**config.mk**
```make
export PLATFORM = sky130hd
export DESIGN_NAME = mem_access_flat
export DESIGN_NICKNAME = d
export VERILOG_FILES = /design/src/rtl/mem_access_pkg.sv /design/src/rtl/mem_access_if.sv /design/src/rtl/mem_load_align.sv /design/src/rtl/mem_access.sv /design/src/flat_wrapper.sv
export SDC_FILE = /design/constraint.sdc
export NUM_CORES = 1
export LEC_CHECK = 0
export ABC_AREA = 0
export CAP_MARGIN = 20
export CORE_ASPECT_RATIO = 0.5
export CORE_MARGIN = 5
export CORE_UTILIZATION = 43
export DETAILED_ROUTE_END_ITERATION = 6
export PLACE_DENSITY = 0.81
export SLEW_MARGIN = 20
export SYNTH_ARGS = -nofsm -noshare
export SYNTH_HDL_FRONTEND = slang
export SYNTH_SLANG_ARGS = --single-unit
export TNS_END_PERCENT = 30
```
**constraint.sdc**
```tcl
create_clock -name clk -period 2 [get_ports clk]
set_input_delay 0.3 -clock clk [delete_from_list [all_inputs] [get_ports clk]]
set_output_delay 0.3 -clock clk [all_outputs]
set_load 0.02 [all_outputs]
```
**src/rtl/mem_access_pkg.sv**
```systemverilog
// Shared encodings for mem_access: op codes, FSM states, access sizes, strobes and the reset PC.
package mem_access_pkg;

   typedef enum logic [3:0] {
      MemNone = 4'd0,
      MemLb   = 4'd1,
      MemLh   = 4'd2,
      MemLw   = 4'd3,
      MemLd   = 4'd4,
      MemLbu  = 4'd5,
      MemLhu  = 4'd6,
      MemLwu  = 4'd7,
      MemSb   = 4'd8,
      MemSh   = 4'd9,
      MemSw   = 4'd10,
      MemSd   = 4'd11
   } mem_op_e;

   typedef enum logic [1:0] {
      StIdle = 2'd0,
      StBusy = 2'd1,
      StDone = 2'd2
   } mem_state_e;

   typedef enum logic [1:0] {
      SizeB = 2'd0,
      SizeH = 2'd1,
      SizeW = 2'd2,
      SizeD = 2'd3
   } mem_size_e;

   localparam logic [7:0]  StrbB     = 8'h01;
   localparam logic [7:0]  StrbH     = 8'h03;
   localparam logic [7:0]  StrbW     = 8'h0F;
   localparam logic [7:0]  StrbD     = 8'hFF;
   localparam logic [63:0] InvalidPc = 64'hFFFF_FFFF_DEAD_0000;

   function automatic logic op_is_load(logic [3:0] op);
      return (op >= MemLb) && (op <= MemLwu);
   endfunction

   function automatic logic op_is_store(logic [3:0] op);
      return (op >= MemSb) && (op <= MemSd);
   endfunction

   function automatic logic op_unsigned(logic [3:0] op);
      return (op == MemLbu) || (op == MemLhu) || (op == MemLwu) || (op == MemLd);
   endfunction

   function automatic mem_size_e op_size(logic [3:0] op);
      case (op)
         MemLb, MemLbu, MemSb: return SizeB;
         MemLh, MemLhu, MemSh: return SizeH;
         MemLw, MemLwu, MemSw: return SizeW;
         default:              return SizeD;
      endcase
   endfunction

   function automatic logic [7:0] size_strb(mem_size_e size);
      case (size)
         SizeB:   return StrbB;
         SizeH:   return StrbH;
         SizeW:   return StrbW;
         default: return StrbD;
      endcase
   endfunction

   // Byte-index mask used to replicate store data across lanes.
   function automatic logic [2:0] size_mask(mem_size_e size);
      case (size)
         SizeB:   return 3'b000;
         SizeH:   return 3'b001;
         SizeW:   return 3'b011;
         default: return 3'b111;
      endcase
   endfunction

   function automatic logic is_misaligned(mem_size_e size, logic [2:0] off);
      return |(off & size_mask(size));
   endfunction

endpackage

```
**src/rtl/mem_access_if.sv**
```systemverilog
// Data bus between mem_access (master) and the data memory (slave).
interface mem_access_if #(
   parameter int unsigned XLEN      = 64,
   parameter int unsigned BUS_LANES = 8
);
   logic                 dbus_req_o;
   logic                 dbus_we_o;
   logic [XLEN-1:0]      dbus_addr_o;
   logic [XLEN-1:0]      dbus_wdata_o;
   logic [BUS_LANES-1:0] dbus_wstrb_o;
   logic                 dbus_ack_i;
   logic [XLEN-1:0]      dbus_rdata_i;

   modport master (
      output dbus_req_o, dbus_we_o, dbus_addr_o, dbus_wdata_o, dbus_wstrb_o,
      input  dbus_ack_i, dbus_rdata_i
   );

   modport slave (
      input  dbus_req_o, dbus_we_o, dbus_addr_o, dbus_wdata_o, dbus_wstrb_o,
      output dbus_ack_i, dbus_rdata_i
   );
endinterface

```
**src/rtl/mem_load_align.sv**
```systemverilog
// Combinational load aligner: shift bus data down by the byte offset, truncate to size, extend.
module mem_load_align
   import mem_access_pkg::*;
#(
   parameter int unsigned XLEN = 64
) (
   input  logic [XLEN-1:0] rdata,
   input  logic [2:0]      offset,
   input  mem_size_e       size,
   input  logic            is_unsigned,
   output logic [XLEN-1:0] data
);

   logic [XLEN-1:0] shifted;
   logic            sign;

   always_comb begin
      shifted = rdata >> {offset, 3'b000};
      sign    = 1'b0;
      data    = shifted;
      unique case (size)
         SizeB: begin
            sign = shifted[7] & ~is_unsigned;
            data = {{(XLEN-8){sign}}, shifted[7:0]};
         end
         SizeH: begin
            sign = shifted[15] & ~is_unsigned;
            data = {{(XLEN-16){sign}}, shifted[15:0]};
         end
         SizeW: begin
            sign = shifted[31] & ~is_unsigned;
            data = {{(XLEN-32){sign}}, shifted[31:0]};
         end
         SizeD: data = shifted;
      endcase
   end

endmodule

```
**src/rtl/mem_access.sv**
```systemverilog
// MEM stage: stalls the pipeline around one data-bus transaction per load/store.
// Optional macro MEM_MISALIGN_CHECK_EN traps non size-aligned H/W/D accesses instead of issuing them.
module mem_access
   import mem_access_pkg::*;
#(
   parameter int unsigned XLEN      = 64,
   parameter int unsigned BUS_LANES = XLEN / 8
) (
   input  logic              clk,
   input  logic              rst,
   input  logic              valid_i,
   input  logic [3:0]        mem_op_i,
   input  logic [XLEN-1:0]   mem_addr_i,
   input  logic [XLEN-1:0]   store_data_i,
   input  logic [4:0]        rd_addr_i,
   input  logic              wreg_i,
   input  logic [XLEN-1:0]   wdata_i,
   input  logic [XLEN-1:0]   pc_i,
   output logic [4:0]        rd_addr_o,
   output logic              wreg_o,
   output logic [XLEN-1:0]   wdata_o,
   output logic [XLEN-1:0]   mem_pc_o,
   output logic              stall_req_o,
   output logic              misalign_o,
   mem_access_if.master      dbus
);

   mem_state_e           state_q, state_d;
   logic [3:0]           op_q;
   logic [XLEN-1:0]      addr_q, sdata_q, wdata_q, pc_q, load_q;
   logic [4:0]           rd_q;
   logic                 wreg_q;

   logic                 is_mem, misalign, start, capture;
   logic [XLEN-1:0]      load_aligned, bus_wdata;
   logic [BUS_LANES-1:0] bus_strb;
   logic [2:0]           lane_mask;

   assign is_mem = valid_i & (op_is_load(mem_op_i) | op_is_store(mem_op_i));
`ifdef MEM_MISALIGN_CHECK_EN
   assign misalign = is_mem & is_misaligned(op_size(mem_op_i), mem_addr_i[2:0]);
`else
   assign misalign = 1'b0;
`endif
   assign start   = (state_q == StIdle) & is_mem & ~misalign;
   assign capture = (state_q == StBusy) & dbus.dbus_ack_i;

   mem_load_align #(
      .XLEN (XLEN)
   ) u_load_align (
      .rdata       (dbus.dbus_rdata_i),
      .offset      (addr_q[2:0]),
      .size        (op_size(op_q)),
      .is_unsigned (op_unsigned(op_q)),
      .data        (load_aligned)
   );

   always_ff @(posedge clk or negedge rst) begin
      if (!rst) begin
         state_q <= StIdle;
         op_q    <= 4'd0;
         addr_q  <= '0;
         sdata_q <= '0;
         wdata_q <= '0;
         rd_q    <= 5'd0;
         wreg_q  <= 1'b0;
         pc_q    <= XLEN'(InvalidPc);
         load_q  <= '0;
      end else begin
         state_q <= state_d;
         if (start) begin
            op_q    <= mem_op_i;
            addr_q  <= mem_addr_i;
            sdata_q <= store_data_i;
            wdata_q <= wdata_i;
            rd_q    <= rd_addr_i;
            wreg_q  <= wreg_i;
            pc_q    <= pc_i;
         end
         if (capture) begin
            load_q <= load_aligned;
         end
      end
   end

   always_comb begin
      state_d = state_q;
      unique case (state_q)
         StIdle:  if (start) state_d = StBusy;
         StBusy:  if (dbus.dbus_ack_i) state_d = StDone;
         StDone:  state_d = StIdle;
         default: state_d = StIdle;
      endcase
   end

   // Store data is replicated so every lane carries the right bytes regardless of offset.
   always_comb begin
      lane_mask = size_mask(op_size(op_q));
      bus_strb  = op_is_store(op_q) ?
                  (BUS_LANES'(size_strb(op_size(op_q))) << addr_q[2:0]) : '0;
      bus_wdata = '0;
      for (int i = 0; i < BUS_LANES; i++) begin
         bus_wdata[8*i +: 8] = sdata_q[8*int'(3'(i) & lane_mask) +: 8];
      end
   end

   always_comb begin
      rd_addr_o         = rd_addr_i;
      wreg_o            = wreg_i;
      wdata_o           = wdata_i;
      mem_pc_o          = pc_i;
      stall_req_o       = 1'b0;
      misalign_o        = 1'b0;
      dbus.dbus_req_o   = 1'b0;
      dbus.dbus_we_o    = 1'b0;
      dbus.dbus_addr_o  = '0;
      dbus.dbus_wdata_o = '0;
      dbus.dbus_wstrb_o = '0;
      unique case (state_q)
         StIdle: begin
            if (misalign) begin
               wreg_o     = 1'b0;
               misalign_o = 1'b1;
            end else if (start) begin
               wreg_o      = 1'b0;
               stall_req_o = 1'b1;
            end
         end
         StBusy: begin
            rd_addr_o         = rd_q;
            wreg_o            = 1'b0;
            wdata_o           = wdata_q;
            mem_pc_o          = pc_q;
            stall_req_o       = 1'b1;
            dbus.dbus_req_o   = 1'b1;
            dbus.dbus_we_o    = op_is_store(op_q);
            dbus.dbus_addr_o  = {addr_q[XLEN-1:3], 3'b000};
            dbus.dbus_wdata_o = bus_wdata;
            dbus.dbus_wstrb_o = bus_strb;
         end
         StDone: begin
            rd_addr_o = rd_q;
            wreg_o    = op_is_load(op_q) & wreg_q;
            wdata_o   = op_is_load(op_q) ? load_q : wdata_q;
            mem_pc_o  = pc_q;
         end
         default: ;
      endcase
      if (!rst) begin
         rd_addr_o         = 5'd0;
         wreg_o            = 1'b0;
         wdata_o           = '0;
         mem_pc_o          = XLEN'(InvalidPc);
         stall_req_o       = 1'b0;
         misalign_o        = 1'b0;
         dbus.dbus_req_o   = 1'b0;
         dbus.dbus_we_o    = 1'b0;
         dbus.dbus_addr_o  = '0;
         dbus.dbus_wdata_o = '0;
         dbus.dbus_wstrb_o = '0;
      end
   end

endmodule
```
**src/flat_wrapper.sv**
```systemverilog
// flat-port wrapper written by rule: the top's interface ports become plain ports
module mem_access_flat import mem_access_pkg::*;
#(
   parameter int unsigned XLEN      = 64,
   parameter int unsigned BUS_LANES = XLEN / 8
)
  (clk, rst, valid_i, mem_op_i, mem_addr_i, store_data_i, rd_addr_i, wreg_i, wdata_i, pc_i, rd_addr_o, wreg_o, wdata_o, mem_pc_o, stall_req_o, misalign_o, dbus_dbus_req_o, dbus_dbus_we_o, dbus_dbus_addr_o, dbus_dbus_wdata_o, dbus_dbus_wstrb_o, dbus_dbus_ack_i, dbus_dbus_rdata_i);
  mem_access_if #(.XLEN(XLEN), .BUS_LANES(BUS_LANES)) dbus_i ();
  input  logic clk;
  input  logic rst;
  input  logic valid_i;
  input  logic [3:0] mem_op_i;
  input  logic [XLEN-1:0] mem_addr_i;
  input  logic [XLEN-1:0] store_data_i;
  input  logic [4:0] rd_addr_i;
  input  logic wreg_i;
  input  logic [XLEN-1:0] wdata_i;
  input  logic [XLEN-1:0] pc_i;
  output logic [4:0] rd_addr_o;
  output logic wreg_o;
  output logic [XLEN-1:0] wdata_o;
  output logic [XLEN-1:0] mem_pc_o;
  output logic stall_req_o;
  output logic misalign_o;
  output wire logic [$bits(dbus_i.dbus_req_o)-1:0] dbus_dbus_req_o;
  output wire logic [$bits(dbus_i.dbus_we_o)-1:0] dbus_dbus_we_o;
  output wire logic [$bits(dbus_i.dbus_addr_o)-1:0] dbus_dbus_addr_o;
  output wire logic [$bits(dbus_i.dbus_wdata_o)-1:0] dbus_dbus_wdata_o;
  output wire logic [$bits(dbus_i.dbus_wstrb_o)-1:0] dbus_dbus_wstrb_o;
  input wire logic [$bits(dbus_i.dbus_ack_i)-1:0] dbus_dbus_ack_i;
  input wire logic [$bits(dbus_i.dbus_rdata_i)-1:0] dbus_dbus_rdata_i;
  assign dbus_dbus_req_o = dbus_i.dbus_req_o;
  assign dbus_dbus_we_o = dbus_i.dbus_we_o;
  assign dbus_dbus_addr_o = dbus_i.dbus_addr_o;
  assign dbus_dbus_wdata_o = dbus_i.dbus_wdata_o;
  assign dbus_dbus_wstrb_o = dbus_i.dbus_wstrb_o;
  assign dbus_i.dbus_ack_i = dbus_dbus_ack_i;
  assign dbus_i.dbus_rdata_i = dbus_dbus_rdata_i;
  mem_access #(.XLEN(XLEN), .BUS_LANES(BUS_LANES)) u_core (.clk(clk), .rst(rst), .valid_i(valid_i), .mem_op_i(mem_op_i), .mem_addr_i(mem_addr_i), .store_data_i(store_data_i), .rd_addr_i(rd_addr_i), .wreg_i(wreg_i), .wdata_i(wdata_i), .pc_i(pc_i), .rd_addr_o(rd_addr_o), .wreg_o(wreg_o), .wdata_o(wdata_o), .mem_pc_o(mem_pc_o), .stall_req_o(stall_req_o), .misalign_o(misalign_o), .dbus(dbus_i));
endmodule
```
# Yosys cells after proc, flatten, opt, wreduce, memory -nomap -nowiden
# Memory sizes are Yosys's and may differ from the RTL's.
# Cells that the tools add are included.
# word_totals
reg_bits	332
latchBits	0
ram_bits	0
romBits	96
out_inout_bits	274
word_cells	96
n_memories	3
# classes
addsub	0
mul	0
div_mod_pow	0
magnitude_cmp	8
n_eq_ne	15
n_shift	9
mux	30
bitwise	9
n_reduce_logical	13
# mem_list
name	depth	word_bits	read_ports	rd_clocked_by_memory_dff	wr	line_no	text
(no name shown)	16	2	1	0	0	mem_access_pkg.sv:51	case (op)
(no name shown)	16	2	1	0	0	mem_access_pkg.sv:51	
(no name shown)	16	2	1	0	0	mem_access_pkg.sv:51	
# op_table
cell	count
$mux 64	8
$pmux 64 s4	1
$shiftx 64x7->8	4
$pmux 64 s2	1
$shiftx 64x6->8	2
$shiftx 64x5->8	1
$shr 64x6->64	1
$mux 8	3
$pmux 8 s3	1
$eq 4x3->1 const B	4
$eq 2x2->1 const B	5
$mux 5	2
$pmux 3 s3	1
$eq 2x1->1 const B	4
$ge 4x1->1 const B	2
$ge 4x4->1 const B	2
$le 4x3->1 const B	2
$le 4x4->1 const B	2
$logic_not 2->1	4
$mux 1	8
$shl 8x3->8	1
$and 1x1->1	7
$logic_and 1x1->1	4
$mux 2	2
10 further kinds	12

# Logic depth before layout (Yosys ltp)
# logic_depth
word_depth	8
ltp_mapped	9
mapped_depth_nobuf	8

# Hierarchy
# From an unflattened synthesis, not the netlist that was laid out.
# unflattened
hier_cells	2219
hier_area_um2	19556.3
# by_module_without_submodules
mod	instances	cells_each	area_per_inst_um2	seq_area_each_um2
mem_access	1	1961	17012.6	8361.8
mem_load_align	1	258	2543.7	0.0

# Least setup slack after synthesis
# Ideal clock, no wire load.
# synth_path
path_type	flip-flop to output port
startpoint	reg u_core.op_q[0]
endpoint	out dbus_dbus_wstrb_o[5]
arrival_time_ns	2.530
required_time_ns	1.700
setup_slack_ns	-0.830
path_stages_with_launch	7
path_buffers	0
cell_sequence	dfrtp_1 > inv_1 > ha_1 > nor2b_1 > nor2_1 > o21ai_0 > a2111oi_0
# synth_between
elab_chain_cells	7
word_cells_on_any_way	12
cone_classes	2 x order compare; 2 x eq/ne; 1 x shift; 4 x mux; 2 x reduce/logical; 1 x memory
# synth_lines
item	line_no	text
start, declared	mem_access.sv:29	logic [3:0] op_q;
start signal, assigned	mem_access.sv:72	op_q <= mem_op_i;
$mem_v2 16x2	--	
$eq 2x2->1, or another cell as far along	mem_access_pkg.sv:60	case (size)
$pmux 8 s3	mem_access_pkg.sv:60	
$shl 8x3->8	mem_access.sv:100	(BUS_LANES'(size_strb(op_size(op_q))) << addr_q[2:0]) : '0;
$mux 8 (*)	mem_access.sv:99	bus_strb = op_is_store(op_q) ?
$mux 8 (*)	mem_access.sv:119	unique case (state_q)
$mux 8 (*)	mem_access.sv:149	if (!rst) begin
end, declared	flat_wrapper.sv:29	output wire logic [$bits(dbus_i.dbus_wstrb_o)-1:0] dbus_dbus_wstrb_o;
# Mark *: on every way between the ends. The rest lies on a longest branch, timed or not.

# Final worst setup path
# layout_path
startpoint	reg u_core.op_q[1]
endpoint	out dbus_dbus_wdata_o[49]
# layout_between
elab_chain_cells	6
word_cells_on_any_way	8
cone_classes	2 x eq/ne; 1 x shift; 3 x mux; 1 x reduce/logical; 1 x memory
# layout_lines
item	line_no	text
$mem_v2 16x2 (*)	--	
$eq 2x2->1, or another cell as far along	mem_access_pkg.sv:70	case (size)
$pmux 3 s3 (*)	mem_access_pkg.sv:70	
$shiftx 64x7->8 (*)	mem_access.sv:103	bus_wdata[8*i +: 8] = sdata_q[8*int'(3'(i) & lane_mask) +: 8];
$mux 64 (*)	mem_access.sv:119	
$mux 64 (*)	mem_access.sv:149	
end, declared	flat_wrapper.sv:28	output wire logic [$bits(dbus_i.dbus_wdata_o)-1:0] dbus_dbus_wdata_o;
# Marks and branches as above.

==> metrics.yaml <==
setup_slack_ns: -1.07
finalWirelength_um: 83900
antenna_found_initial: 25
reg2reg_from: "u_core.op_q[1]"
peakVddDrop_mv: 0.901
firstDrtPassIters: 6
dp_hpwl_um: 60400
grt_pass1_wl_um: 122000
p_sw_uw: 26900
synth_cell_types: 55
grt.busiest_layer: "met2"
worstSetupEndpointType: "output pin"
coreArea_um2: 43900
max_freq_mhz: 326
path_max_fanout: 14
comb_power_share_pct: 67.2
syn_inst: 2344
port_buffers: 603
p_int_uw: 33900
fp.dieH_um: 160
timing.final.crit_share_pct: 154
cts_tree: "built"
clkTransAtPathRegs_ns: 0.07
cts_made_buffers: 35
vias: 20909
dp.cells: 3607
ant_nets: 0
drc_errors: 0
outcome: "finished with violations"
hold_violations: 0
p_total_uw: 60800
num_rows: 54
violations: "setup timing"
slew_violations: 0
drive_gt1_share_pct: 30.1
required_ns: 1.70
hp-class: "in -> async"
use_met1_pct: 40.0
ys.warnings.count: 0
grt_overflow: 0
setup.worst_path.start: "u_core.op_q[1]"
met3_usage_pct: 5.23
clk-insertion-delay-late_ns: 0.54
area_delta_synth_final_pct: 64.5
root_buffer: "clkbuf_16"
final_util_pct: 72.1
synth_edf_count: 0
rsz0062_at_grt: "yes"
switching_share_pct: 44.3
hold-worst-slack_ns: 0.134
ios: 608
finalCriticalPeriod_ns: 3.07
grt_pass1_vias: 20606
skew_ns: 0.0272
use_met2_pct: 52.8
cp_data_arrival_time_ns: 2.77
place.gp.congestion: 1.00
die_x_um: 309
avgSynthCellArea_um2: 8.22
ys_seq_elements: 332
p_per_area_nw_per_um2: 1920
seqPwrFrac_pct: 21.6
finalSetupViolCount: 332
clock_path_buffers: 3
die_area_um2: 49400
finalNetCount: 3474
synth_area_um2: 19300
p_leak_uw: 0.0146
critPathLaunchType: "register"
slew_headroom_pct: 48.4
fin_setup_tns_ns: -250.98
worstSetupPathType: "reg -> out"
routed_via_density: 5.55
htree_num_levels: 2
avgRoutedWirePerCell_um: 22.2
synthMostInstantiatedCell: "nand2_1"
instances_no_fill: 3769
initial_utilization_pct: 43.9
synthArstFlopShare_pct: 100
first_iter_violations: 2249
yosysTopAreaCell: "dfrtp_1"
worst_pin_slew_ns: 0.774
max_cap_violations: 0
clock-sinks: 332
synth_commonest_cells: "947 x nand2_1, 289 x dfrtp_1, 148 x nor2_1"
pwr-share-clk_pct: 11.2
seq_area_frac_synth_pct: 43.4
grtUsageTotal_pct: 31.3
grt_max_degree: 143
netlist_top_cells_area: "dfrtp_1 38%, nand2_1 18%, mux2i_1 7.6%, dfstp_2 5.9%, mux2_2 3.9%"
synth_ff_type: "dfrtp_1"
synth.top_cell.area_share_pct: 37.5
final cells by class:
cell class              count  area, um2
fillers                  3180      12200
multi-input cells        1807      12000
inverters                  10       42.5
well taps                 588        736
flip-flops and latches    332       8370
repair buffers            946       9330
clock buffers              55       1060
diodes                     25       62.6
clock inverters             6       80.1
flip-flops by register name, summed over array words and instances (netlist names):
name            count
u_core.load_q      64
u_core.wreg_q       1
u_core.addr_q      64
u_core.wdata_q     64
u_core.sdata_q     64
u_core.rd_q         5
u_core.op_q         4
u_core.state_q      2
u_core.pc_q        64
per-stage QoR:
step                setup WS (ns)  area [um2]
finish                      -1.07       31700
global route                -1.12       31700
CTS                         -1.24       30700
detailed placement         -0.848       29100
global placement           -0.829       29100
floorplan                  -0.131       20700
worst paths after layout:
| check | cells after the start | slack (ns) | to |
|---|---|---|---|
| setup / recovery | 10 | -1.07 | dbus_dbus_wdata_o[49] |
| hold / removal | 3 | 0.13 | u_core.pc_q[37] |
| setup reg to reg | 10 | -0.71 | u_core.load_q[41] |
| hold reg to reg | 2 | 0.46 | u_core.pc_q[16] |
| max in group asynchronous | 5 | 0.46 | u_core.load_q[29] |
| min in group clk | 3 | 0.28 | u_core.pc_q[34] |
layer usage:
layer / part of all wire [%] / wire length [um]
met5: 0.021 / 18
met1: 39 / 32600
met4: 5.2 / 4380
met3: 6.7 / 5600
met2: 49 / 41200
power groups by stage:
| stage | clock network, uW | registers [uW] | logic [uW] |
|---|---|---|---|
| 5_1_grt | 7170 | 13400 | 43200 |
| 2_1_floorplan | 0 | 11900 | 21700 |
| 3_5_place_dp | 0 | 12800 | 34700 |
| 6_report | 6780 | 13100 | 40900 |
| 4_1_cts | 6830 | 12900 | 36300 |
| 3_3_place_gp | 0 | 12700 | 34000 |
critical path, cell delays in order, from the launching register on:
cell and delay [ns]:
dfrtp_1 0.45, inv_2 0.11, ha_4 0.19, or3_4 0.44, nand2_8 0.12, buf_12 0.15, buf_4 0.12, buf_4 0.10
nand2_1 0.08, a311oi_4 0.30, buf_6 0.18
cells by family (layout without fill, tap and decap cells):
| logic type | Yosys count | after routing | synth area share [%] |
|---|---|---|---|
| AOI/OAI and AO/OA | 338 | 338 | 13.0 |
| xor gates and xnor gates | 1 | 1 | 0.0845 |
| adders and majority gates | 8 | 8 | 0.520 |
| buffers and inverters | 208 | 1017 | 4.59 |
| DFF | 332 | 332 | 43.4 |
| muxes | 219 | 219 | 12.3 |
| other | 1 | 29 | 0.0195 |
| and+or+nand+nor | 1237 | 1237 | 26.1 |
cells in the final DEF (no fill, tap or decap), types with 25 or more instances in the layout:
cell type | Yosys | routed
a211oi_4 | 0 | 49
a22oi_2 | 0 | 61
and3_1 | 77 | 77
buf_12 | 0 | 49
buf_2 | 38 | 25
buf_4 | 13 | 306
buf_6 | 1 | 101
clkbuf_16 | 0 | 45
clkdlybuf4s50_1 | 0 | 418
dfrtp_1 | 289 | 287
dfstp_2 | 43 | 43
diode_2 | 0 | 25
mux2_2 | 66 | 49
mux2i_1 | 146 | 125
nand2_1 | 947 | 931
nor2_1 | 148 | 130
o22a_1 | 48 | 48
what timing repair did:
action / CTS / global route
setup endpoints to repair: 329 / 342
buffers inserted: 17 / 47
hold buffers: 4 / 0
pin swaps: 23 / 58
hold endpoints to repair: 94 / 0
gates resized for setup: 425 / 555
cloned: 3 / 8
No activity file was read; power rests on OpenSTA's default activity.
